## src/rtl/kf8259_pkg.sv

```systemverilog
// kf8259_pkg: shared state encoding, OCW2 command codes and reset constants for the command sequencer
package kf8259_pkg;
    typedef enum logic [1:0] {CMD_READY, WAIT_ICW2, WAIT_ICW3, WAIT_ICW4} cmd_state_t;
    localparam int NUM_STROBES = 4;
    localparam logic [2:0] OCW2_ROT_AEOI_CLR = 3'b000;
    localparam logic [2:0] OCW2_NS_EOI       = 3'b001;
    localparam logic [2:0] OCW2_NOP          = 3'b010;
    localparam logic [2:0] OCW2_SP_EOI       = 3'b011;
    localparam logic [2:0] OCW2_ROT_AEOI_SET = 3'b100;
    localparam logic [2:0] OCW2_ROT_NS_EOI   = 3'b101;
    localparam logic [2:0] OCW2_SET_PRIO     = 3'b110;
    localparam logic [2:0] OCW2_ROT_SP_EOI   = 3'b111;
    localparam logic [2:0] PRIORITY_BOTTOM_RESET = 3'd7;
endpackage

```

## src/rtl/kf8259_strobe_edge.sv

```systemverilog
// kf8259_strobe_edge: qualifies each write strobe to the first cycle after all strobes were idle
module kf8259_strobe_edge
    import kf8259_pkg::*;
(
    input  logic                   clock,
    input  logic                   reset,
    input  logic [NUM_STROBES-1:0] strobe,
    output logic [NUM_STROBES-1:0] fire
);
    logic prev_strobe;

    always_ff @(posedge clock or posedge reset)
        if (reset) prev_strobe <= 1'b0;
        else       prev_strobe <= |strobe;

    assign fire = strobe & {NUM_STROBES{~prev_strobe}};
endmodule

```

## src/rtl/kf8259_command_sequencer.sv

```systemverilog
// kf8259_command_sequencer: ICW/OCW sequencing, configuration registers and OCW2/OCW3 command pulses
module kf8259_command_sequencer
    import kf8259_pkg::*;
(
    input  logic       clock,
    input  logic       reset,
    input  logic [7:0] internal_data_bus,
    input  logic       write_initial_command_word_1,
    input  logic       write_initial_command_word_2_to_4,
    input  logic       write_operation_control_word_1,
    input  logic       write_operation_control_word_2,
    input  logic       write_operation_control_word_3,
    output logic       initialized,
    output logic       level_or_edge_triggered,
    output logic       single_or_cascade,
    output logic [4:0] interrupt_vector_address,
    output logic [7:0] cascade_config,
    output logic       u8086_mode,
    output logic       auto_eoi,
    output logic       buffered_master,
    output logic       buffered_mode,
    output logic       special_fully_nested,
    output logic [7:0] interrupt_mask,
    output logic       auto_rotate_mode,
    output logic [2:0] priority_bottom,
    output logic       read_isr_select,
    output logic       special_mask_mode,
    output logic       eoi_nonspecific,
    output logic       eoi_specific,
    output logic       rotate_on_eoi,
    output logic [2:0] eoi_level,
    output logic       poll_command
);
    cmd_state_t state;
    logic       ic4;
    logic       icw1_fire, a0_fire, ocw2_fire, ocw3_fire;
    logic [7:0] d;
    logic       unused_ocw1;

    // OCW1 shares the A0=1 decode; the 2_to_4 strobe already carries it
    assign unused_ocw1 = write_operation_control_word_1;
    assign d = internal_data_bus;

    kf8259_strobe_edge u_edge (
        .clock  (clock),
        .reset  (reset),
        .strobe ({write_operation_control_word_3, write_operation_control_word_2,
                  write_initial_command_word_2_to_4, write_initial_command_word_1}),
        .fire   ({ocw3_fire, ocw2_fire, a0_fire, icw1_fire})
    );

    always_ff @(posedge clock or posedge reset) begin
        if (reset) begin
            state                    <= CMD_READY;
            ic4                      <= 1'b0;
            initialized              <= 1'b0;
            level_or_edge_triggered  <= 1'b0;
            single_or_cascade        <= 1'b0;
            interrupt_vector_address <= 5'd0;
            cascade_config           <= 8'h00;
            u8086_mode               <= 1'b0;
            auto_eoi                 <= 1'b0;
            buffered_master          <= 1'b0;
            buffered_mode            <= 1'b0;
            special_fully_nested     <= 1'b0;
            interrupt_mask           <= 8'h00;
            auto_rotate_mode         <= 1'b0;
            priority_bottom          <= PRIORITY_BOTTOM_RESET;
            read_isr_select          <= 1'b0;
            special_mask_mode        <= 1'b0;
            eoi_nonspecific          <= 1'b0;
            eoi_specific             <= 1'b0;
            rotate_on_eoi            <= 1'b0;
            eoi_level                <= 3'd0;
            poll_command             <= 1'b0;
        end else begin
            eoi_nonspecific <= 1'b0;
            eoi_specific    <= 1'b0;
            rotate_on_eoi   <= 1'b0;
            poll_command    <= 1'b0;
            if (icw1_fire) begin
                state                   <= WAIT_ICW2;
                initialized             <= 1'b0;
                level_or_edge_triggered <= d[3];
                single_or_cascade       <= d[1];
                ic4                     <= d[0];
                interrupt_mask          <= 8'h00;
                special_mask_mode       <= 1'b0;
                auto_rotate_mode        <= 1'b0;
                read_isr_select         <= 1'b0;
                priority_bottom         <= PRIORITY_BOTTOM_RESET;
                if (!d[0]) begin
                    u8086_mode           <= 1'b0;
                    auto_eoi             <= 1'b0;
                    buffered_master      <= 1'b0;
                    buffered_mode        <= 1'b0;
                    special_fully_nested <= 1'b0;
                end
            end else if (a0_fire) begin
                case (state)
                    WAIT_ICW2: begin
                        interrupt_vector_address <= d[7:3];
                        state       <= !single_or_cascade ? WAIT_ICW3 : ic4 ? WAIT_ICW4 : CMD_READY;
                        initialized <= single_or_cascade && !ic4;
                    end
                    WAIT_ICW3: begin
                        cascade_config <= d;
                        state          <= ic4 ? WAIT_ICW4 : CMD_READY;
                        initialized    <= !ic4;
                    end
                    WAIT_ICW4: begin
                        u8086_mode           <= d[0];
                        auto_eoi             <= d[1];
                        buffered_master      <= d[2];
                        buffered_mode        <= d[3];
                        special_fully_nested <= d[4];
                        state                <= CMD_READY;
                        initialized          <= 1'b1;
                    end
                    default: interrupt_mask <= d;
                endcase
            end else if (state == CMD_READY) begin
                if (ocw2_fire) begin
                    case (d[7:5])
                        OCW2_NS_EOI: eoi_nonspecific <= 1'b1;
                        OCW2_SP_EOI: begin
                            eoi_specific <= 1'b1;
                            eoi_level    <= d[2:0];
                        end
                        OCW2_ROT_NS_EOI: begin
                            eoi_nonspecific <= 1'b1;
                            rotate_on_eoi   <= 1'b1;
                        end
                        OCW2_ROT_SP_EOI: begin
                            eoi_specific    <= 1'b1;
                            rotate_on_eoi   <= 1'b1;
                            eoi_level       <= d[2:0];
                            priority_bottom <= d[2:0];
                        end
                        OCW2_ROT_AEOI_SET: auto_rotate_mode <= 1'b1;
                        OCW2_ROT_AEOI_CLR: auto_rotate_mode <= 1'b0;
                        OCW2_SET_PRIO:     priority_bottom  <= d[2:0];
                        default: ;
                    endcase
                end
                if (ocw3_fire) begin
                    if (d[1]) read_isr_select   <= d[0];
                    if (d[6]) special_mask_mode <= d[5];
                    if (d[2]) poll_command      <= 1'b1;
                end
            end
        end
    end
endmodule
```

## config.mk

```make
export PLATFORM = sky130hd
export DESIGN_NAME = kf8259_command_sequencer
export DESIGN_NICKNAME = d
export VERILOG_FILES = /design/src/rtl/kf8259_pkg.sv /design/src/rtl/kf8259_strobe_edge.sv /design/src/rtl/kf8259_command_sequencer.sv
export SDC_FILE = /design/constraint.sdc
export NUM_CORES = 1
export LEC_CHECK = 0
export ABC_CLOCK_PERIOD_IN_PS = 2500
export BUFFER_PORTS_ARGS = -buffer_cell sky130_fd_sc_hd__clkbuf_2
export CAP_MARGIN = 20
export CORE_MARGIN = 8
export CORE_UTILIZATION = 50
export CTS_CLUSTER_DIAMETER = 40
export CTS_CLUSTER_SIZE = 12
export DETAILED_ROUTE_END_ITERATION = 8
export GPL_ROUTABILITY_DRIVEN = 0
export PLACE_DENSITY = 0.8
export RECOVER_POWER = 50
export SLEW_MARGIN = 20
export SYNTH_ARGS = -nofsm -noshare
export SYNTH_HDL_FRONTEND = slang
export SYNTH_SLANG_ARGS = --single-unit
```

## constraint.sdc

```tcl
create_clock -name clock -period 2.5 [get_ports clock]
set_clock_uncertainty 0.1 [all_clocks]
set_input_delay 0.25 -clock clock [delete_from_list [all_inputs] [get_ports clock]]
set_output_delay 0.25 -clock clock [all_outputs]
set_load 0.02 [all_outputs]
```

==> metrics <==
status finished, final reports clean; setup TNS 0 ns; postcts setup bufs 0; asr flop ratio synth 1.00; Worst-path clk slew roughly 0.09 ns; Lkg Pwr 1.17 nW; Final Setup Violations 0; Ports 57; area of the multi-input gates ~850 µm²; antenna cells 0; type of origin of the critical path register; count leader, synth dfrtp_1; drt total wl between 4000 and 5000 µm; Least-Margin Pin Slew around 1.1 ns; die area about 6500 µm²; GR Util met1 0.209; critical-path cell list or4b_1 -> or2_1 -> a221oi_1; post-DP HPWL around 3600 µm; WL/cell 17.8 µm; slowest stage cell, crit path or4b_1; Synth Register Bits 46; M3 GR Usage 0.0435; maximum number of pins on one net before global-route repair 47; Worst-Skew Late Latency just under 0.3 ns; CP Data Arrival Time 1.97 ns; area occupied by registers 1150 µm²; core region area between 4000 and 5000 µm²; Crit Path Category reg2reg; fin crit share 0.747; Die Y slightly above 80 µm; Total Routing Usage GR 0.160; placement row count 23; Final Net Count between 200 and 250; RSZ-0062 raised after global routing no; H-tree depth 2; crit end category register; Layout area overhead 18.0%; Yosys cell types 44; cts bufs inserted 5; Slew Limit Fails 0; Die X 80.5 µm; crit path time final between 1.5 and 2 ns; Initial Utilization 0.520; Synth Instances 175; number of synthesized flops with an enable pin 0; max-cap violation count 0; Worst path top cell family by delay simple AND/OR/NAND/NOR gates; first-pass GRT wire length between 8000 and 9000 µm; DR vias/cell about 5.7; share of the yosys chip area belonging to registers 0.556; initial antenna violation count 0; Clock power frac 0.268; Area contributors post-synth dfrtp_1 (52%), mux2_4 (5.8%), mux2_2 (4.3%); CTS tree built; Clock Path Buffers 2; Util after Layout 0.613; sinks on the clock net 46; Slew headroom 0.249; Synth Net Count 190; Synth Warn # 0; Synth Flop Type dfrtp_1; worst hold path class in2reg; CP Buf/Inv Count 0; layout filler cell count roughly 350; final hold slack around 0.066 ns; mapped cell area 2080 µm²; hold_sp write_operation_control_word_3; Final Hold Viols 0; crit path from state[0]; CP max stage delay between 0.6 and 0.7 ns; post-synth top area share 0.518; switching share of power 0.318; Max Fclk about 0.54 GHz; post-route ant nets 0; Post-synth top cells dfrtp_1 (43), nand2_1 (13), clkbuf_1 (9); GR peak layer met2; layout cells sized above 1 0.287; vias in the first global route ~1600; Pre-antenna DRT Iters 4; Power per Cell Area approximately 690 nW/µm²; combinational share of power 0.203; drc violations 0; WP data required roughly 2.6 ns; Via Count ~1600; met2 GRT Util 0.256; internal power about 0.0012 W; syn avg cell area 11.9 µm²; Worst VDD drop around 0.33 mV; switching power between 0.0005 and 0.0006 W; worst r2r src state[0]; grt ovf 0; I/O Buffers 55; initial DRC count ~190; sequential power share 0.529; clock root cell clkbuf_8; area leader, netlist dfrtp_1; Crit Path Max Fanout 13
stage by stage:
step,setup WS (ns),std cells,power (W),area (µm²)
after floorplan,0.796,175,0.00113,2080
after global placement,0.662,271,0.00125,2380
after detailed placement,0.636,271,0.00126,2380
after CTS,0.614,280,0.00172,2480
after global routing,0.455,280,0.00178,2450
final,0.633,280,0.00169,2450
flip-flops by register name, summed over array words and instances (netlist names), 2 cells and up:
signal                    flops
cascade_config                8
interrupt_mask                8
interrupt_vector_address      5
eoi_level                     3
priority_bottom               3
state                         2
power by group through the flow:
stage | Clock (W) | Sequential [W] | Combinational (W)
detailed placement | 0 | 0.000907 | 0.000355
floorplan | 0 | 0.000963 | 0.000166
global placement | 0 | 0.000903 | 0.000347
CTS | 0.000466 | 0.000892 | 0.000358
global route | 0.000494 | 0.000909 | 0.000376
finish | 0.000453 | 0.000892 | 0.000343
worst paths after layout:
check	endpoint	slack (ns)	cells past startpoint
max	priority_bottom[1]	0.63	3
min	u_edge.prev_strobe	0.07	2
max reg2reg	priority_bottom[1]	0.63	3
min reg2reg	priority_bottom[1]	0.40	2
max in group asynchronous	eoi_specific	0.87	4
min in group asynchronous	initialized	0.73	4
cells by family (layout without fill, tap and decap cells):
logic type             count (synthesis)  in the layout  share of synthesized area
buffers and inverters                 17             72                     0.0349
muxes                                 19             19                      0.116
AOI/OAI and AO/OA                     29             29                      0.108
and+or+nand+nor                       64             64                      0.185
DFF                                   46             46                      0.556
routing by layer:
layer,vias to the layer above,share of wire
met1,790,0.42
met4,0,0.0086
met3,4,0.073
met2,59,0.50
li1,737,-
met5,-,0
layout by cell type, fill, tap and decap left out, drive strengths merged, types with 4 or more instances in the layout:
cell,n
nand2,13
nor2,8
nand2b,4
nor2b,6
nor3b,8
dfrtp,43
a22o,6
mux2,16
o21ai,7
a221o,4
inv,5
clkbuf,61
repair_timing:
item / CTS / global route
hold buffers: 1 / 0
endpoints found under the hold margin: 41 / 0
resized for setup: 0 / 0
cell type report:
cell class | instances | share of cell area
clock inverters | 3 | 0.00867
flip-flops and latches | 46 | 0.471
repair buffers | 58 | 0.111
clock buffers | 5 | 0.0281
well taps | 50 | 0.0255
multi-input cells | 112 | 0.347
inverters | 6 | 0.00918
No activity file was read; power rests on OpenSTA's default activity.
